## config.mk

```make
export PLATFORM = sky130hd
export DESIGN_NAME = mux3_burst_arbiter
export DESIGN_NICKNAME = d
export VERILOG_FILES = /design/src/rtl/mux3_burst_arbiter.sv
export SDC_FILE = /design/constraint.sdc
export NUM_CORES = 1
export LEC_CHECK = 0
export ABC_CLOCK_PERIOD_IN_PS = 2000
export BUFFER_PORTS_ARGS = -buffer_cell sky130_fd_sc_hd__buf_2
export CAP_MARGIN = 10
export CORE_MARGIN = 2
export CORE_UTILIZATION = 46
export CTS_CLUSTER_DIAMETER = 150
export DETAILED_ROUTE_END_ITERATION = 8
export HOLD_SLACK_MARGIN = 0.1
export PLACE_DENSITY = 0.78
export SLEW_MARGIN = 10
export SYNTH_ARGS = -nofsm -noshare
export SYNTH_HDL_FRONTEND = slang
export SYNTH_SLANG_ARGS = --single-unit
```

## constraint.sdc

```tcl
create_clock -name clk -period 2 [get_ports clk]
set_input_delay 0.5 -clock clk [delete_from_list [all_inputs] [get_ports clk]]
set_output_delay 0.5 -clock clk [all_outputs]
set_load 0.01 [all_outputs]
```

## src/rtl/mux3_burst_arbiter.sv

```systemverilog
// Three-requester burst arbiter with registered select/grant and a 1-deep valid/ready output stage.
// Define MUX3_ARB_FIXED_PRIO_EN for fixed priority (0 > 1 > 2) instead of round-robin.
module mux3_burst_arbiter #(
   parameter int WIDTH     = 8,
   parameter int MAX_BURST = 4
) (
   input  logic             clk,
   input  logic             rst_n,
   input  logic [2:0]       req,
   input  logic [2:0]       last,
   input  logic [WIDTH-1:0] data0,
   input  logic [WIDTH-1:0] data1,
   input  logic [WIDTH-1:0] data2,
   output logic [2:0]       gnt,
   output logic [2:0]       sel,
   output logic [2:0]       ack,
   output logic             out_valid,
   output logic [WIDTH-1:0] out_data,
   input  logic             out_ready,
   output logic             busy
);

   localparam int CW = $clog2(MAX_BURST + 1);
   localparam logic [CW:0] MAX_B = (CW + 1)'(MAX_BURST);

   typedef enum logic {IDLE, GRANT} state_e;

   state_e           state_q, state_d;
   logic [2:0]       gnt_q, gnt_d;
   logic [2:0]       sel_q, sel_d;
   logic [CW-1:0]    cnt_q, cnt_d;
   logic             out_valid_q, out_valid_d;
   logic [WIDTH-1:0] out_data_q, out_data_d;

   logic             load, acc, req_g, last_g, cnt_hit;
   logic [CW:0]      cnt_inc;
   logic [WIDTH-1:0] sel_data;
   logic [1:0]       pick;
   logic [1:0]       g_next;

   assign load    = ~out_valid_q | out_ready;
   assign ack     = gnt_q & req & {3{load}};
   assign acc     = |ack;
   assign req_g   = |(gnt_q & req);
   assign last_g  = |(gnt_q & last);
   assign cnt_inc = {1'b0, cnt_q} + {{CW{1'b0}}, 1'b1};
   assign cnt_hit = (cnt_inc == MAX_B);

   always_comb begin
      case (sel_q)
         3'b001:  sel_data = data1;
         3'b010:  sel_data = data2;
         default: sel_data = data0;
      endcase
   end

   always_comb begin
      case (sel_q)
         3'b001:  g_next = 2'd2;
         3'b010:  g_next = 2'd0;
         default: g_next = 2'd1;
      endcase
   end

`ifdef MUX3_ARB_FIXED_PRIO_EN
   always_comb begin
      if (req[0])      pick = 2'd0;
      else if (req[1]) pick = 2'd1;
      else             pick = 2'd2;
   end
`else
   logic [1:0] rr_q, rr_d;

   // Scan order starts at rr and wraps modulo 3.
   always_comb begin
      pick = 2'd0;
      case (rr_q)
         2'd1: begin
            if (req[1])      pick = 2'd1;
            else if (req[2]) pick = 2'd2;
            else             pick = 2'd0;
         end
         2'd2: begin
            if (req[2])      pick = 2'd2;
            else if (req[0]) pick = 2'd0;
            else             pick = 2'd1;
         end
         default: begin
            if (req[0])      pick = 2'd0;
            else if (req[1]) pick = 2'd1;
            else             pick = 2'd2;
         end
      endcase
   end
`endif

   always_comb begin
      state_d     = state_q;
      gnt_d       = gnt_q;
      sel_d       = sel_q;
      cnt_d       = cnt_q;
      out_valid_d = out_valid_q;
      out_data_d  = out_data_q;
`ifndef MUX3_ARB_FIXED_PRIO_EN
      rr_d        = rr_q;
`endif
      if (acc) begin
         out_data_d  = sel_data;
         out_valid_d = 1'b1;
         cnt_d       = cnt_inc[CW-1:0];
      end else if (out_ready) begin
         out_valid_d = 1'b0;
      end
      case (state_q)
         IDLE: begin
            if (|req) begin
               state_d = GRANT;
               gnt_d   = 3'b001 << pick;
               sel_d   = {1'b0, pick};
               cnt_d   = '0;
            end
         end
         GRANT: begin
            // An abandon (req dropped) never coincides with acc, so it wins over the limit.
            if (!req_g || (acc && (last_g || cnt_hit))) begin
               state_d = IDLE;
               gnt_d   = 3'b000;
               sel_d   = 3'b000;
`ifndef MUX3_ARB_FIXED_PRIO_EN
               rr_d    = g_next;
`endif
            end
         end
         default: state_d = IDLE;
      endcase
   end

   always_ff @(posedge clk or negedge rst_n) begin
      if (!rst_n) begin
         state_q     <= IDLE;
         gnt_q       <= 3'b000;
         sel_q       <= 3'b000;
         cnt_q       <= '0;
         out_valid_q <= 1'b0;
         out_data_q  <= '0;
      end else begin
         state_q     <= state_d;
         gnt_q       <= gnt_d;
         sel_q       <= sel_d;
         cnt_q       <= cnt_d;
         out_valid_q <= out_valid_d;
         out_data_q  <= out_data_d;
      end
   end

`ifndef MUX3_ARB_FIXED_PRIO_EN
   always_ff @(posedge clk or negedge rst_n) begin
      if (!rst_n) rr_q <= 2'd0;
      else        rr_q <= rr_d;
   end
`else
   logic unused_g_next;
   assign unused_g_next = ^g_next;
`endif

   assign gnt       = gnt_q;
   assign sel       = sel_q;
   assign out_valid = out_valid_q;
   assign out_data  = out_data_q;
   assign busy      = (state_q == GRANT);

endmodule

```

==> reports/metrics.cfg <==
[die]
die_w_um = 54.54
dieArea_um2 = 2974
die_h_um = 54.54
rows = 18
core_area_um2 = 2455
ios = 52
initial_core_util = 0.4786

[placement]
pre_cts_slack_ns = 0.2111
dp_hpwl_um = 2123
gp_congestion = 0.7947
io_buffers = 50

[drt]
via_per_inst = 5.273
avgRoutedWirePerCell_um = 12.76
drt_iter0_drc = 34
wl_um = 2615
drc = 0
dr.pass1.iters = 4
num_vias = 1081
ant_nets = 0

[yosys]
synth_cell_types = 38
post-synth-top-area-fraction = 0.4260
synth_edf_count = 0
synth.area.top_cells = dfrtp_1 43%, ha_1 6.4%, a22oi_1 5.8%, nor2_1 5.1%, nand2_1 4.8%
syn_inst = 127
synth_most_common_cell = dfrtp_1
avgSynthCellArea_um2 = 9.251
syn-num-nets = 166
syn_area_um2 = 1175
synth_top_area_cell = dfrtp_1
synthArstFlopShare = 1.000
ys_seq_area_frac = 0.4260
synth-seq-cells = 20
yosys-top-cells-count = 20 x dfrtp_1, 16 x nor2_1, 15 x nand2_1, 9 x a21oi_1, 9 x a22oi_1
ys_warn_count = 0
synthFlopType = dfrtp_1

[clocking]
cts-hold-fix-buffers = 0
cts_buffers = 3
cts.sink_count = 20
postCtsSetupRepairBufs = 0
htree_levels = 1
cts_buffer_depth = 2
cts_tree = built
clk_latency_ns = 0.29
cts_root_buffer = clkbuf_4
path_clk_slew_ns = 0.10
cts_resized = 0

[global_route]
grt_pass1_wl_um = 4284
grt_overflow = 0
grt_max_degree = 21
antenna_found_initial = 0
grt.total_usage = 0.2046
grt_pass1_vias = 985

[worst_hold_path]
hold_path_class = input pin to async pin

[timing]
setup_viol = 0
final-hold-violation-count = 0
slew_violations = 0
fin_crit_ns = 1.749
tns_ns = 0
finalWorstSetupSlack_ns = 0.2506
fmax_mhz = 571.6
fin_worst_skew_ns = 0.002739
slew_headroom = 0.6556
timing.final.crit_share = 0.8747
rsz0062_at_grt = false
tightestPinTransition_ns = 0.5101

[setup_path]
cp.arrival_ns = 1.25
critPathMaxFanout = 7
required_ns = 1.50
worst_setup_path_start_kind = flip-flop
critPathKind = flip-flop to primary output
crit_path_end_kind = primary output

[job]
drv_cap = 0

[status]
status = finished, final reports clean

[power_and_ir_drop]
ir_drop_mv = 1.085
power.leakage_uw = 0.0007409
total_power_uw = 2196
p_per_area_nw_per_um2 = 1502

[layout]
num-fill-cells = 214
drive_gt1_frac = 0.3600
num_antenna_cells = 0
nNetsFinal = 216
multi_input_area_um2 = 598.1
area_growth_pct = 24.49
regArea_um2 = 500.5

registers in the layout (all words and copies together) (netlist names):
signal,count
busy,1
cnt_q,3
gnt,3
out_data,8
out_valid,1
rr_q,2
sel,2
power by group:
| group | leakage [µW] | switching, µW | internal (µW) |
|---|---|---|---|
| Combinational | 0.000471 | 713 | 584 |
| Sequential | 0.000256 | 137 | 580 |
| Clock | 0.0000138 | 113 | 70.2 |
| Total | 0.000741 | 963 | 1230 |
path summary, 6_finish.rpt:
kind                             start           to  slack, ns  cells after the start
max in group asynchronous        rst_n  out_data[1]       1.57                      1
setup reg to reg               rr_q[0]       gnt[0]       0.26                      6
min in group clk              data0[7]  out_data[7]       0.47                      3
hold reg to reg            out_data[7]  out_data[7]       0.48                      2
setup / recovery             out_valid       ack[0]       0.25                      3
hold / removal                   rst_n  out_data[7]       0.13                      1
cells in the final DEF (no fill, tap or decap), types with 3 or more instances in the layout:
master	Yosys	layout
nand2_1	15	15
o21ai_2	3	3
buf_2	0	50
a22oi_1	9	9
nor2_1	16	16
ha_1	6	6
inv_1	5	5
a21oi_1	9	9
dfrtp_1	20	20
o21ai_0	6	6
clkbuf_4	0	3
layer usage:
metal	vias to the layer above	global-route usage	wire length (µm)
met3	2	0.05738	89
li1	547	-	-
met4	0	0.07083	19
met5	-	0	0
met2	22	0.3554	1412
met1	510	0.2401	1094
kinds of logic after synthesis:
kind of cell	Yosys count	synth area share
simple gates	44	0.1768
compound gates	38	0.2226
flops	20	0.4260
buf+inv	13	0.06497
fa+ha+maj	6	0.06390
mux	3	0.02769
xor+xnor	2	0.01491
other cells	1	0.003192
worst max-delay path: stages (launching register included):
cell and delay (ns):
dfrtp_1 0.34, nor2b_1 0.36, nor2_1 0.10, buf_2 0.15
per-stage QoR:
stage	area, µm²	utilization	std cells	hold WS [ns]
after floorplan	1175	-	127	0.2044
after global placement	1440	0.5866	202	0.4562
after detailed placement	1440	0.5866	202	0.4596
after CTS	1463	0.5958	205	0.1410
after global routing	1463	0.5958	205	0.1539
final	1463	0.5958	205	0.1274
area by class of cell:
cell class | count | area share
repair buffers | 53 | 0.1950
multi-input cells | 94 | 0.4089
clock buffers | 3 | 0.01540
inverters | 5 | 0.01283
flip-flops and latches | 20 | 0.3422
well taps | 30 | 0.02566
Note: power is estimated with default switching activity, not from simulation.
